--- src/rtl/des_key_schedule.sv ---
// DES subkey generator: latches a key, runs PC-1 and the C/D rotation schedule,
// and hands one PC-2 subkey per valid/ready transfer to the round engine.

// One 28-bit key half rotator; C and D each get their own instance.
module des_half_rot (
  input  logic [27:0] din,
  input  logic        right,
  input  logic        two,
  output logic [27:0] dout
);
  always_comb begin
    dout = din;
    case ({right, two})
      2'b00:   dout = {din[26:0], din[27]};
      2'b01:   dout = {din[25:0], din[27:26]};
      2'b10:   dout = {din[0], din[27:1]};
      default: dout = {din[1:0], din[27:2]};
    endcase
  end
endmodule

module des_key_schedule #(
  parameter int NUM_ROUNDS = 16
) (
  input  logic        clk,
  input  logic        rst_n,
  input  logic        load,
  input  logic [63:0] key_in,
  input  logic        decrypt,
  output logic [47:0] subkey,
  output logic        subkey_valid,
  input  logic        subkey_ready,
  output logic [3:0]  round_idx,
  output logic        busy,
  output logic        done
);

  localparam int PC1_T [56] = '{
    57, 49, 41, 33, 25, 17,  9,  1, 58, 50, 42, 34, 26, 18,
    10,  2, 59, 51, 43, 35, 27, 19, 11,  3, 60, 52, 44, 36,
    63, 55, 47, 39, 31, 23, 15,  7, 62, 54, 46, 38, 30, 22,
    14,  6, 61, 53, 45, 37, 29, 21, 13,  5, 28, 20, 12,  4};

  localparam int PC2_T [48] = '{
    14, 17, 11, 24,  1,  5,  3, 28, 15,  6, 21, 10,
    23, 19, 12,  4, 26,  8, 16,  7, 27, 20, 13,  2,
    41, 52, 31, 37, 47, 55, 30, 40, 51, 45, 33, 48,
    44, 49, 39, 56, 34, 53, 46, 42, 50, 36, 29, 32};

  // Bit r-1 set when round r's shift amount is 2 (rounds 1,2,9,16 shift by 1).
  localparam logic [15:0] SH_TWO = 16'h7EFC;

  function automatic logic [55:0] pc1(input logic [63:0] k);
    logic [55:0] o;
    o = '0;
    for (int i = 0; i < 56; i++) o[6'(55 - i)] = k[6'(64 - PC1_T[i])];
    return o;
  endfunction

  function automatic logic [47:0] pc2(input logic [55:0] cd);
    logic [47:0] o;
    o = '0;
    for (int i = 0; i < 48; i++) o[6'(47 - i)] = cd[6'(56 - PC2_T[i])];
    return o;
  endfunction

  typedef enum logic {IDLE, ACTIVE} state_t;

  state_t           state_q, state_d;
  logic [55:0]      cd_q, cd_d, pc1_key;
  logic [3:0]       round_q, round_d, rot_idx;
  logic             dec_q, dec_d;
  logic             valid_q, valid_d;
  logic             busy_q, busy_d;
  logic             done_q, done_d;
  logic             xfer, last;
  logic             rot_right, rot_two;
  logic [1:0][27:0] rot_in, rot_out;

  assign pc1_key = pc1(key_in);
  assign xfer    = valid_q && subkey_ready;
  assign last    = dec_q ? (round_q == 4'd0) : (round_q == 4'(NUM_ROUNDS - 1));

  // Encrypt steps to C[n+2] (shift SH[n+2]); decrypt steps back to C[n] (shift SH[n+1]).
  // On load the rotator applies the single left shift for C1/D1.
  assign rot_idx   = dec_q ? round_q : round_q + 4'd1;
  assign rot_right = !load && dec_q;
  assign rot_two   = !load && SH_TWO[rot_idx];
  assign rot_in    = load ? pc1_key : cd_q;

  des_half_rot u_rot [1:0] (
    .din   (rot_in),
    .right (rot_right),
    .two   (rot_two),
    .dout  (rot_out)
  );

  always_comb begin
    state_d = state_q;
    cd_d    = cd_q;
    round_d = round_q;
    dec_d   = dec_q;
    valid_d = valid_q;
    busy_d  = busy_q;
    done_d  = 1'b0;
    if (load) begin
      // Restart wins over any transfer in the same cycle.
      state_d = ACTIVE;
      dec_d   = decrypt;
      cd_d    = decrypt ? pc1_key : rot_out;
      round_d = decrypt ? 4'(NUM_ROUNDS - 1) : 4'd0;
      valid_d = 1'b1;
      busy_d  = 1'b1;
    end else begin
      case (state_q)
        ACTIVE: begin
          if (xfer) begin
            if (last) begin
              state_d = IDLE;
              valid_d = 1'b0;
              busy_d  = 1'b0;
              done_d  = 1'b1;
            end else begin
              cd_d    = rot_out;
              round_d = dec_q ? round_q - 4'd1 : round_q + 4'd1;
            end
          end
        end
        default: ;
      endcase
    end
  end

  always_ff @(posedge clk or negedge rst_n) begin
    if (!rst_n) begin
      state_q <= IDLE;
      cd_q    <= '0;
      round_q <= '0;
      dec_q   <= 1'b0;
      valid_q <= 1'b0;
      busy_q  <= 1'b0;
      done_q  <= 1'b0;
    end else begin
      state_q <= state_d;
      cd_q    <= cd_d;
      round_q <= round_d;
      dec_q   <= dec_d;
      valid_q <= valid_d;
      busy_q  <= busy_d;
      done_q  <= done_d;
    end
  end

  assign subkey       = pc2(cd_q);
  assign subkey_valid = valid_q;
  assign round_idx    = round_q;
  assign busy         = busy_q;
  assign done         = done_q;

endmodule

--- config.mk ---
export PLATFORM = sky130hd
export DESIGN_NAME = des_key_schedule
export DESIGN_NICKNAME = d
export VERILOG_FILES = /design/src/rtl/des_key_schedule.sv
export SDC_FILE = /design/constraint.sdc
export NUM_CORES = 1
export LEC_CHECK = 0
export BUFFER_PORTS_ARGS = -buffer_cell sky130_fd_sc_hd__buf_2
export CORE_MARGIN = 10
export CORE_UTILIZATION = 50
export CTS_CLUSTER_SIZE = 14
export DETAILED_ROUTE_END_ITERATION = 7
export PLACE_DENSITY = 0.86
export REMOVE_ABC_BUFFERS = 1
export SYNTH_ARGS = -nofsm -noshare
export SYNTH_HDL_FRONTEND = slang
export SYNTH_HIERARCHICAL = 1
export SYNTH_SLANG_ARGS = --single-unit
--- constraint.sdc ---
create_clock -name clk -period 3.3 [get_ports clk]
set_input_delay 0.165 -clock clk [delete_from_list [all_inputs] [get_ports clk]]
set_output_delay 0.165 -clock clk [all_outputs]
set_load 0.02 [all_outputs]
**Word level (Yosys, flattened, before mapping)**

Memory sizes are Yosys's and may differ from the RTL's.
Cells that the tools add are included.

- Add/sub/neg operators: 2
- Multiply operators: 0
- Divide/modulo/power cells: 0
- Magnitude comparators: 1
- Equal/unequal tests: 4
- Shift operators: 0
- Mux-type cells: 29
- Bitwise gates (word level): 0
- Reductions and logical operators: 11

Operators with widths:

| operator | count |
|---|---|
| 56-bit two-way mux | 6 |
| 28-bit case mux with 3 select lines | 2 |
| 4-bit two-way mux | 7 |
| 1-bit two-way mux | 14 |
| 3-bit AND reduction | 2 |
| 2-bit nonzero test | 3 |
| 4-bit by 5-bit less-than comparator with 1-bit output, second input constant | 1 |
| 4-bit by 1-bit adder with 4-bit output, second input constant | 1 |
| 4-bit equality test, second input constant | 1 |
| 4-bit zero test | 1 |
| 4-bit by 1-bit subtractor with 4-bit output, second input constant | 1 |
| 1-bit logical AND | 3 |
| 2-bit by 1-bit equality test with 1-bit output, second input constant | 1 |
| 2-bit equality test, second input constant | 1 |
| 2-bit zero test | 1 |
| 2-bit != test, second input constant | 1 |
| 1-bit zero test | 1 |

- Register bits after elaboration: 64
- Bits in latches: 0
- Memory bits (writable): 0
- ROM bits: 16
- Bits of input ports: 69
- Output and inout bits: 55
- Logic and storage cells: 54
- Memories kept: 1

Memory list:

| memory | depth | bits a word | read ports | clocked after memory_dff | write ports | line | RTL |
|---|---|---|---|---|---|---|---|
| (no name shown) | 16 | 1 | 1 | 0 | 0 | 88 | `assign rot_two = !load && SH_TWO[rot_idx];` |

**Logic depth before layout (Yosys ltp)**

- Depth after elaboration: 11
- Depth in mapped cells: 12
- Mapped depth without buffers: 9

**Modules after synthesis**

Netlist, hierarchy kept.

Modules (own cells, without submodules):

| module | times used | cells each | area each (sq um) | seq. area each (sq um) |
|---|---|---|---|---|
| des_key_schedule | 1 | 420 | 4040.1 | 1601.5 |
| des_half_rot | 2 | 34 | 718.2 | 0.0 |

**Worst setup path before layout**

OpenSTA, ideal clock, no wires.

- Kind: register to register
- From: register dec_q
- To: register cd_q[51]
- Library setup time: 0.132 ns
- Arrival: 2.889 ns
- Required time: 3.168 ns
- Path slack: 0.279 ns
- Stages on the path, launching flop included: 13
- Path buffers: 3
- Period minus slack after synthesis: 3.021 ns
- Path through: dfrtp_1 -> buf_2 -> inv_1 -> ha_1 -> nor2b_1 -> mux2_4 -> mux2i_1 -> a311oi_1 -> buf_6 -> buf_8 -> mux4_2 -> mux2i_1 -> o21ai_1

RTL lines:

| element | line | RTL |
|---|---|---|
| start: declaration | 72 | `logic dec_q, dec_d;` |
| start signal: assignment | 139 | `dec_q <= 1'b0;` |
| start signal: assignment | 147 | `dec_q <= dec_d;` |
| end signal: assignment | 137 | `cd_q <= '0;` |
| end signal: assignment | 145 | `cd_q <= cd_d;` |
| end: declaration | 70 | `logic [55:0] cd_q, cd_d, pc1_key;` |

==> metrics.md <==
| Metric | Value |
|---|---|
| Pins Over Slew Limit | `0` |
| Worst hold margin | `between 100 and 150 ps` |
| FP Rows | `38` |
| Hold WC Path Type | `input pin to flip-flop` |
| Synth-to-Final Area Change | `6.01%` |
| Cell taking the most area after synthesis | `dfrtp_1` |
| Min-delay src | `key_in[26]` |
| Largest net degree at the start of global routing | `79` |
| Final hold violation count | `0` |
| Cell total after placement | `627` |
| Cell Count, Final, Fillers Out | `646` |
| Multi-input logic area | `roughly 3300 sq um` |
| Initial Utilization | `50.7%` |
| Commonest non-fill, non-tap cell in the layout | `dfrtp_1` |
| EDFF count, synth | `0` |
| Critical path data arrival time | `roughly 3400 ps` |
| Clock-pin slew on the worst setup and hold paths | `80 ps` |
| TritonCTS buffer count | `9` |
| Core area | `10,800 sq um` |
| Ys flop type | `dfrtp_1` |
| CP max stage delay | `600 ps` |
| Ranking of synthesized cells by area | `dfrtp_1 29%, mux4_2 17%, mux2i_1 10%` |
| Fraction of registers with async set/reset | `100%` |
| CP max-delay cell | `mux4_1` |
| Io pins | `124` |
| Worst Tran Pin Value | `about 780 ps` |
| Maximum VDD drop | `0.239 mV` |
| Post-synth top area share | `29.2%` |
| Post-DRT Antenna Nets | `0` |
| Share of layout cells above drive strength 1 | `a little over a quarter` |
| Vias | `~3,900` |
| Number of buffers on the longest clock path | `2` |
| Drc violations | `0` |
| Commonest cells after routing, fill and taps aside | `62 x dfrtp_1, 59 x nand2_1, 56 x mux2i_1` |
| Rel. slew slack | `48.1%` |
| Hold Path Stages | `3` |
| F_max | `roughly 320 MHz` |
| Crit path launch type | `flip-flop` |
| DR iter-0 viols | `367` |
| Final period util | `between 90% and 100%` |
| Fill cells | `around 900` |
| DPL Wire Length | `between 8000 and 9000 um` |
| Avg Cell Area, Syn | `between 10 and 15 sq um` |
| Source of the critical timing path | `round_idx[0]` |
| Root Driver | `clkbuf_8` |
| Crit-path max FO | `14` |
| N_diodes | `0` |
| Worst path cell trace | `inv_1 -> ha_1 -> nor4bb_1 -> a311oi_1 -> mux2i_1 -> a311oi_4 -> buf_4 -> buf_6 -> mux4_1 -> mux2i_1 -> o21ai_1` |
| Worst endpoint required time | `between 3000 and 4000 ps` |
| Mapped Area | `between 5000 and 6000 sq um` |
| Final Wtd Congestion | `about 0.8` |
| Clock Skew | `between 10 and 15 ps` |
| Post-Syn Instances | `about 500` |
| Drt pass-1 iters | `5` |
| H-tree level count | `3` |
| Reg2reg start | `round_idx[0]` |
| CP endpoint kind | `flip-flop` |
| GR Util All Layers | `between 15 and 20%` |
| Sink Count | `64` |
| Wire per inst | `roughly 20 um` |
| Period minus WS final | `approximately 3100 ps` |
| Leakage power total | `approximately 2.6 nW` |
| Count of port buffers added during placement | `53` |
| Vias in the first global route | `around 3,800` |
| First-pass GRT wire length | `20,300 um` |
| Critical path class | `flip-flop to flip-flop` |
| Vias per cell | `approximately 6.1` |
| Status | `completed` |
| Ys Warns | `6` |
| Sequential-to-total area share from yosys stat | `around 29%` |
| DRT Wirelength | `12,700 um` |
| Power Density | `approximately 520 nW/um^2` |
| Crit-path most repeated cell | `mux2i_1` |
| NumNets Final | `575` |
| Total grt overflow | `0` |
| Synthesized flop and latch total | `64` |
| Clock insertion delay at the later pin of the skew report | `350 ps` |
| Cell count of the worst reg-to-reg path | `11` |
| TNS Setup | `0 ps` |
| Number of setup violations in the final report | `0` |
| CTS tree | `built` |
| Die area | `~16,000 sq um` |
| Synth unique cells | `between 40 and 50` |
| Number of max-cap violations | `0` |
| Register area | `1600 sq um` |
| Initial antenna violation count | `0` |
| RSZ-0062 raised after global routing | `false` |
| Die width | `about 120 um` |
| Die Ht | `125 um` |
[logic make-up after synthesis]
| kind of cell | count (synthesis) | share of synthesized area [%] |
|---|---|---|
| adder cells (fa/ha/maj) | 4 | 0.914 |
| XOR/XNOR | 3 | 0.480 |
| AO/OA/AOI/OAI | 70 | 7.43 |
| multiplexers | 130 | 38.0 |
| AND/OR/NAND/NOR | 123 | 11.8 |
| flip-flops | 64 | 29.2 |
| buffers and inverters | 93 | 12.1 |
| other | 1 | 0.0685 |
[layer usage]
| metal | share of wire (%) | global-route usage (%) | wire [um] |
|---|---|---|---|
| met4 | 1.7 | 5.41 | 215 |
| met2 | 50 | 24.9 | 6370 |
| met1 | 41 | 20.0 | 5170 |
| met5 | 0 | 0 | 0 |
| met3 | 7.4 | 3.53 | 933 |
[through the flow]
| step | util (%) | power (W) | worst slack, ps | area (sq um) |
|---|---|---|---|---|
| finish | 53.8 | 0.00301 | 178 | 5810 |
| global route | 53.8 | 0.00315 | 48.0 | 5810 |
| global placement | 51.2 | 0.00213 | 241 | 5530 |
| CTS | 53.4 | 0.00295 | 72.9 | 5760 |
| floorplan | - | 0.00188 | -6160 | 4910 |
| detailed placement | 51.2 | 0.00218 | 97.9 | 5530 |
[state kept, by name (all words and copies together) (netlist names)]
register / cells
dec_q: 1
round_idx: 4
busy: 1
cd_q: 56
state_q: 1
done: 1
[layout make-up]
type	instances	share of cell area, %
clock buffer	12	2.67
clock inverter	3	1.12
inverter	5	0.323
multi-input combinational	352	57.2
sequential	64	27.6
tap	140	3.02
timing repair buffer	70	8.08
[worst max-delay path: cells and delay by family, from the launching register on]
family,cells,cell delay [ps]
flops,1,410
buf+inv,3,540
mux,3,920
compound gates,3,580
fa+ha+maj,1,360
simple gates,1,170
[cell usage after synthesis, types with 7 or more instances]
cell,n
dfrtp_1,64
nand2_1,59
mux2i_1,56
o21ai_1,54
buf_4,52
mux4_2,42
nor2b_1,41
mux2_1,17
buf_2,15
mux4_1,14
clkbuf_1,12
nor2_1,7
[where the power goes]
group	switching [W]	internal (W)
sequential	0.0000838	0.000892
clock	0.000313	0.000462
combinational	0.000682	0.000572
[final timing paths]
| check | slack [ps] | to |
|---|---|---|
| max | 180 | cd_q[34] |
| min | 100 | cd_q[16] |
| max reg2reg | 180 | cd_q[34] |
| min reg2reg | 500 | state_q |
| max in group asynchronous | 2270 | cd_q[36] |
| min in group asynchronous | 310 | cd_q[18] |
[what timing repair did]
item                                    4_1_cts  5_1_grt
endpoints found under the hold margin        19        0
gates resized for setup                       0        6
hold buffers                                  1        0
setup buffers                                 0        1
endpoints found under the setup margin        0       30
No activity file was read; power rests on OpenSTA's default activity.
